## config.mk

```make
export PLATFORM = sky130hd
export DESIGN_NAME = writeback_sel_pipe
export DESIGN_NICKNAME = d
export VERILOG_FILES = /design/src/rtl/writeback_sel_pipe.sv
export SDC_FILE = /design/constraint.sdc
export NUM_CORES = 1
export LEC_CHECK = 0
export ABC_AREA = 1
export CAP_MARGIN = 0
export CELL_PAD_IN_SITES_DETAIL_PLACEMENT = 0
export CELL_PAD_IN_SITES_GLOBAL_PLACEMENT = 2
export CORE_ASPECT_RATIO = 1.1
export CORE_MARGIN = 2
export CORE_UTILIZATION = 33
export DETAILED_ROUTE_END_ITERATION = 10
export DONT_BUFFER_PORTS = 1
export GPL_TIMING_DRIVEN = 0
export PLACE_DENSITY = 0.83
export SYNTH_ARGS = -nofsm -noshare
export SYNTH_HDL_FRONTEND = slang
export SYNTH_SLANG_ARGS = --single-unit
```

## constraint.sdc

```tcl
create_clock -name clock -period 3.4 [get_ports clock]
set_input_delay 0.68 -clock clock [delete_from_list [all_inputs] [get_ports clock]]
set_output_delay 0.68 -clock clock [all_outputs]
set_load 0.02 [all_outputs]
```

## src/rtl/writeback_sel_pipe.sv

```systemverilog
// Registered write-back source selector: picks one of NSRC candidates, qualifies the
// write enable, and hands the result out through a 2-entry skid buffer (M drives outputs, S catches).
module writeback_sel_pipe #(
    parameter int WIDTH = 32,
    parameter int NSRC  = 8,
    parameter int SELW  = 3,
    parameter int ADDRW = 5
) (
    input  logic                  clock,
    input  logic                  reset,
    input  logic                  in_valid,
    output logic                  in_ready,
    input  logic [SELW-1:0]       in_sel,
    input  logic [NSRC*WIDTH-1:0] in_src,
    input  logic [ADDRW-1:0]      in_rd,
    input  logic                  in_we,
    output logic                  out_valid,
    input  logic                  out_ready,
    output logic [WIDTH-1:0]      out_data,
    output logic [ADDRW-1:0]      out_rd,
    output logic                  out_we,
    output logic                  sel_err,
    output logic [15:0]           wb_count,
    output logic [1:0]            dbg_state_o
);

    // Handshake: a request transfers on a rising edge where in_valid && in_ready
    // (accept) and a result on an edge where out_valid && out_ready (commit);
    // a valid side holds its payload steady until the transfer happens.

    localparam int WW = WIDTH + ADDRW + 1;

    typedef enum logic [1:0] {
        ST_EMPTY = 2'd0,
        ST_ONE   = 2'd1,
        ST_TWO   = 2'd2
    } state_t;

    state_t          state_q, state_d;
    logic [WW-1:0]   m_q, m_d;
    logic [WW-1:0]   s_q, s_d;
    logic            in_ready_q, in_ready_d;
    logic            sel_err_q, sel_err_d;
    logic [15:0]     wb_count_q, wb_count_d;

    logic            sel_ok;
    logic [WIDTH-1:0] cap_data;
    logic            cap_we;
    logic [WW-1:0]   cap_word;
    logic            accept;
    logic            commit;

    // Out-of-range selects match no source, leaving data 0 and sel_ok low.
    always_comb begin
        sel_ok   = 1'b0;
        cap_data = '0;
        for (int k = 0; k < NSRC; k++) begin
            if (in_sel == SELW'(k)) begin
                sel_ok   = 1'b1;
                cap_data = in_src[k*WIDTH +: WIDTH];
            end
        end
        cap_we   = in_we && (in_rd != '0) && sel_ok;
        cap_word = {cap_data, in_rd, cap_we};
    end

    // Reset gates in_ready low while it is asserted so nothing is accepted then.
    assign in_ready  = in_ready_q && !reset;
    assign out_valid = (state_q != ST_EMPTY);
    assign accept    = in_valid && in_ready;
    assign commit    = out_valid && out_ready;

    always_comb begin
        state_d = state_q;
        m_d     = m_q;
        s_d     = s_q;
        case (state_q)
            ST_EMPTY: begin
                if (accept) begin
                    m_d     = cap_word;
                    state_d = ST_ONE;
                end
            end
            ST_ONE: begin
                if (accept && commit) begin
                    m_d = cap_word;
                end else if (accept) begin
                    s_d     = cap_word;
                    state_d = ST_TWO;
                end else if (commit) begin
                    state_d = ST_EMPTY;
                end
            end
            ST_TWO: begin
                if (commit) begin
                    m_d     = s_q;
                    state_d = ST_ONE;
                end
            end
            default: state_d = ST_EMPTY;
        endcase
    end

    always_comb begin
        in_ready_d = (state_d != ST_TWO);
        sel_err_d  = sel_err_q || (accept && !sel_ok);
        wb_count_d = wb_count_q;
        if (commit && m_q[0]) begin
            wb_count_d = wb_count_q + 16'd1;
        end
    end

    always_ff @(posedge clock) begin
        if (reset) begin
            state_q    <= ST_EMPTY;
            m_q        <= '0;
            s_q        <= '0;
            in_ready_q <= 1'b1;
            sel_err_q  <= 1'b0;
            wb_count_q <= '0;
        end else begin
            state_q    <= state_d;
            m_q        <= m_d;
            s_q        <= s_d;
            in_ready_q <= in_ready_d;
            sel_err_q  <= sel_err_d;
            wb_count_q <= wb_count_d;
        end
    end

    assign out_data    = m_q[WW-1 -: WIDTH];
    assign out_rd      = m_q[ADDRW:1];
    assign out_we      = m_q[0];
    assign sel_err     = sel_err_q;
    assign wb_count    = wb_count_q;
    assign dbg_state_o = state_q;

endmodule
```

==> results.json <==
{
  "syn_nets": 1354,
  "root_buffer": "clkbuf_16",
  "worstSetupStartpointType": "flip-flop",
  "synth_edf_count": 0,
  "routabilityCongestion": 0.8630,
  "die_h_um": 150.5,
  "startpoint": "in_ready_q",
  "comb_power_share_pct": 16.2,
  "final_common_cell": "nand2_1",
  "power_density_nw_per_um2": 404.7,
  "mostFrequentLayoutCells": "301 x nand2_1, 152 x nor2_1, 96 x nand3_1, 96 x dfxtp_1, 86 x inv_1",
  "tns_ns": 0,
  "final_nets": 1365,
  "setup-violations-final": 0,
  "place_area_um2": 6745,
  "sw_frac_of_total_pct": 29.43,
  "status": "finished, final reports clean",
  "area_growth_pct": 10.40,
  "async_flop_share_pct": 0,
  "crit_type": "flip-flop to flip-flop",
  "final_cell_count_no_fill": 1353,
  "drc": 0,
  "numPortBuffers": 0,
  "drt_iter0_markers": 379,
  "cts.path.max_buffers": 2,
  "ys_warn_count": 0,
  "drive_above_1_share_pct": 9.000,
  "core_area_um2": 19100,
  "htreeDepth": 3,
  "dp_cells": 1331,
  "ys_seq_area_share_pct": 29.86,
  "grt_setup_unrepaired": "no",
  "clockPowerShare_pct": 40.8,
  "cts_resized": 0,
  "clkLatencyLatePin_ns": 0.34,
  "ant_nets": 0,
  "final_cell_area_um2": 7106,
  "netlist_area_um2": 6436,
  "ys_ff_latch": 96,
  "vias_per_cell": 5.139,
  "skew_ns": 0.005190,
  "holdCritStartpoint": "in_rd[2]",
  "gr-total-overflow": 0,
  "clock.fmax_mhz": 471.4,
  "start_util_pct": 33.70,
  "grt_pass1_vias": 6784,
  "ys_types": 36,
  "antenna_found_initial": 7,
  "avgSynthCellArea_um2": 5.937,
  "grt_util_all_layers_pct": 25.90,
  "finalHoldViolations": 0,
  "slowest_delay_ns": 0.43,
  "end_kind": "flip-flop",
  "pwr-share-seq_pct": 43.0,
  "required_ns": 3.69,
  "slowest_stage": "clkbuf_1",
  "leakagePower_uw": 0.003375,
  "wl_um": 27440,
  "tightest_slew_ns": 0.6530,
  "fp.dieW_um": 137.2,
  "holdWs_ns": 0.4721,
  "period_minus_slack_ns": 2.121,
  "p_switching_uw": 846.3,
  "ios": 328,
  "timing.rr.start": "in_ready_q",
  "intPower_uw": 2030,
  "hpwlAfterDp_um": 22530,
  "rows": 53,
  "cp_top_family": "buffers and inverters",
  "cts_tree": "yes",
  "crit_buf_inv": 4,
  "fin_crit_sh_pct": 62.39,
  "irDropWorstVdd_uv": 244.6,
  "max_cap_viol_count": 0,
  "wl_per_cell_um": 20.28,
  "min_path_type": "input port to flip-flop",
  "path_cells": "inv_1 -> nor2_1 -> nand2_1 -> nor3_1 -> buf_2 -> clkbuf_1 -> o211ai_1 -> inv_1",
  "routed-via-count": 6953,
  "max_slew_margin_pct": 56.47,
  "cts_buffers": 9,
  "grt_pass1_wl_um": 39810,
  "die_area_um2": 20640,
  "slew_viol_final": 0,
  "cts_sinks": 96,
  "post_cts_buffers": 0,
  "syn_inst": 1084,
  "arrival_ns": 2.41,
  "crit_fanout": 10,
  "grt_max_degree": 17,
  "cp_common_cell": "inv_1",
  "synthFlopType": "dfxtp_1",
  "fillers": 2198,
  "finalCoreUtilization_pct": 37.21,
  "drt-pass1-iter-count": 5,
  "clk_pin_slew_ns": 0.07,
  "holdBufCountCts": 0
}
==> sequential cells by signal, summed over array words and instances (netlist names) <==
register and flops:
m_q 38, s_q 38, wb_count 16, dbg_state_o 2, in_ready_q 1, sel_err 1
==> Yosys cell counts, types with 3 or more instances <==
| library cell | n | area share, % |
|---|---|---|
| nor2_2 | 4 | 0.39 |
| clkinv_1 | 21 | 1.2 |
| o21a_1 | 3 | 0.35 |
| nor2_1 | 152 | 8.9 |
| clkbuf_1 | 33 | 1.9 |
| buf_2 | 31 | 2.4 |
| dfxtp_1 | 96 | 30 |
| nand3_1 | 96 | 7.5 |
| inv_2 | 11 | 0.64 |
| or2_2 | 21 | 2.0 |
| o21ai_1 | 4 | 0.31 |
| nor3_1 | 5 | 0.39 |
| a31oi_1 | 5 | 0.49 |
| nand2_1 | 301 | 18 |
| or2_0 | 4 | 0.39 |
| buf_6 | 4 | 0.70 |
| nand4_1 | 73 | 7.1 |
| or2_1 | 6 | 0.58 |
| inv_1 | 86 | 5.0 |
| o21ai_0 | 24 | 1.9 |
| a21oi_1 | 62 | 4.8 |
| o211ai_1 | 25 | 2.9 |
==> path summary, 6_finish.rpt <==
| path | end | slack, ns | cells past startpoint |
|---|---|---|---|
| max | s_q[11] | 1.28 | 8 |
| min | s_q[3] | 0.47 | 2 |
| max reg2reg | s_q[11] | 1.28 | 8 |
| min reg2reg | m_q[4] | 0.48 | 2 |
==> logic make-up (layout without fill, tap and decap cells) <==
logic type      after synthesis  count (layout)  share of synthesized area (%)
other cells                   0               6                              0
flops                        96              96                          29.86
simple gates                673             673                          46.68
buf+inv                     189             205                          12.25
fa+ha+maj                     1               1                         0.1944
compound gates              124             124                          10.89
xor+xnor                      1               1                         0.1361
==> metrics by stage <==
step / power, uW / worst slack (ns)
final: 2876 / 1.279
after global routing: 3004 / 1.014
after CTS: 2901 / 1.231
after detailed placement: 1732 / 0.8983
after global placement: 1731 / 0.8977
after floorplan: 1580 / 1.398
==> worst register-to-register path, stage by stage (launching register included) <==
cell	delay, ns
dfxtp_1	0.31
inv_1	0.04
nor2_1	0.33
nand2_1	0.17
nor3_1	0.26
buf_2	0.28
clkbuf_1	0.44
o211ai_1	0.15
inv_1	0.08
==> final cells by class <==
class / count / area, um2 / area share, %
Antenna cell: 6 / 15.01 / 0.2113
Buffer: 70 / 339.1 / 4.772
Clock buffer: 9 / 225.2 / 3.170
Clock inverter: 7 / 120.1 / 1.690
Inverter: 119 / 449.2 / 6.322
Multi-Input combinational cell: 799 / 3726 / 52.44
Sequential cell: 96 / 1922 / 27.05
Tap cell: 247 / 309.0 / 4.349
==> routing by layer <==
| layer | track usage [%] | vias to the layer above | part of all wire, % |
|---|---|---|---|
| met5 | 0 | - | 0.047 |
| met4 | 11.80 | 2 | 3.4 |
| met3 | 7.037 | 55 | 8.3 |
| met2 | 45.45 | 250 | 49 |
| met1 | 29.02 | 3102 | 39 |
| li1 | - | 3544 | - |
==> power by group through the flow <==
| stage | clock (uW) | combinational [uW] | sequential, uW |
|---|---|---|---|
| global route | 1230 | 531 | 1240 |
| detailed placement | 0 | 468 | 1260 |
| floorplan | 0 | 329 | 1250 |
| CTS | 1190 | 469 | 1240 |
| finish | 1170 | 466 | 1240 |
| global placement | 0 | 467 | 1260 |
Note: power is estimated with default switching activity, not from simulation.
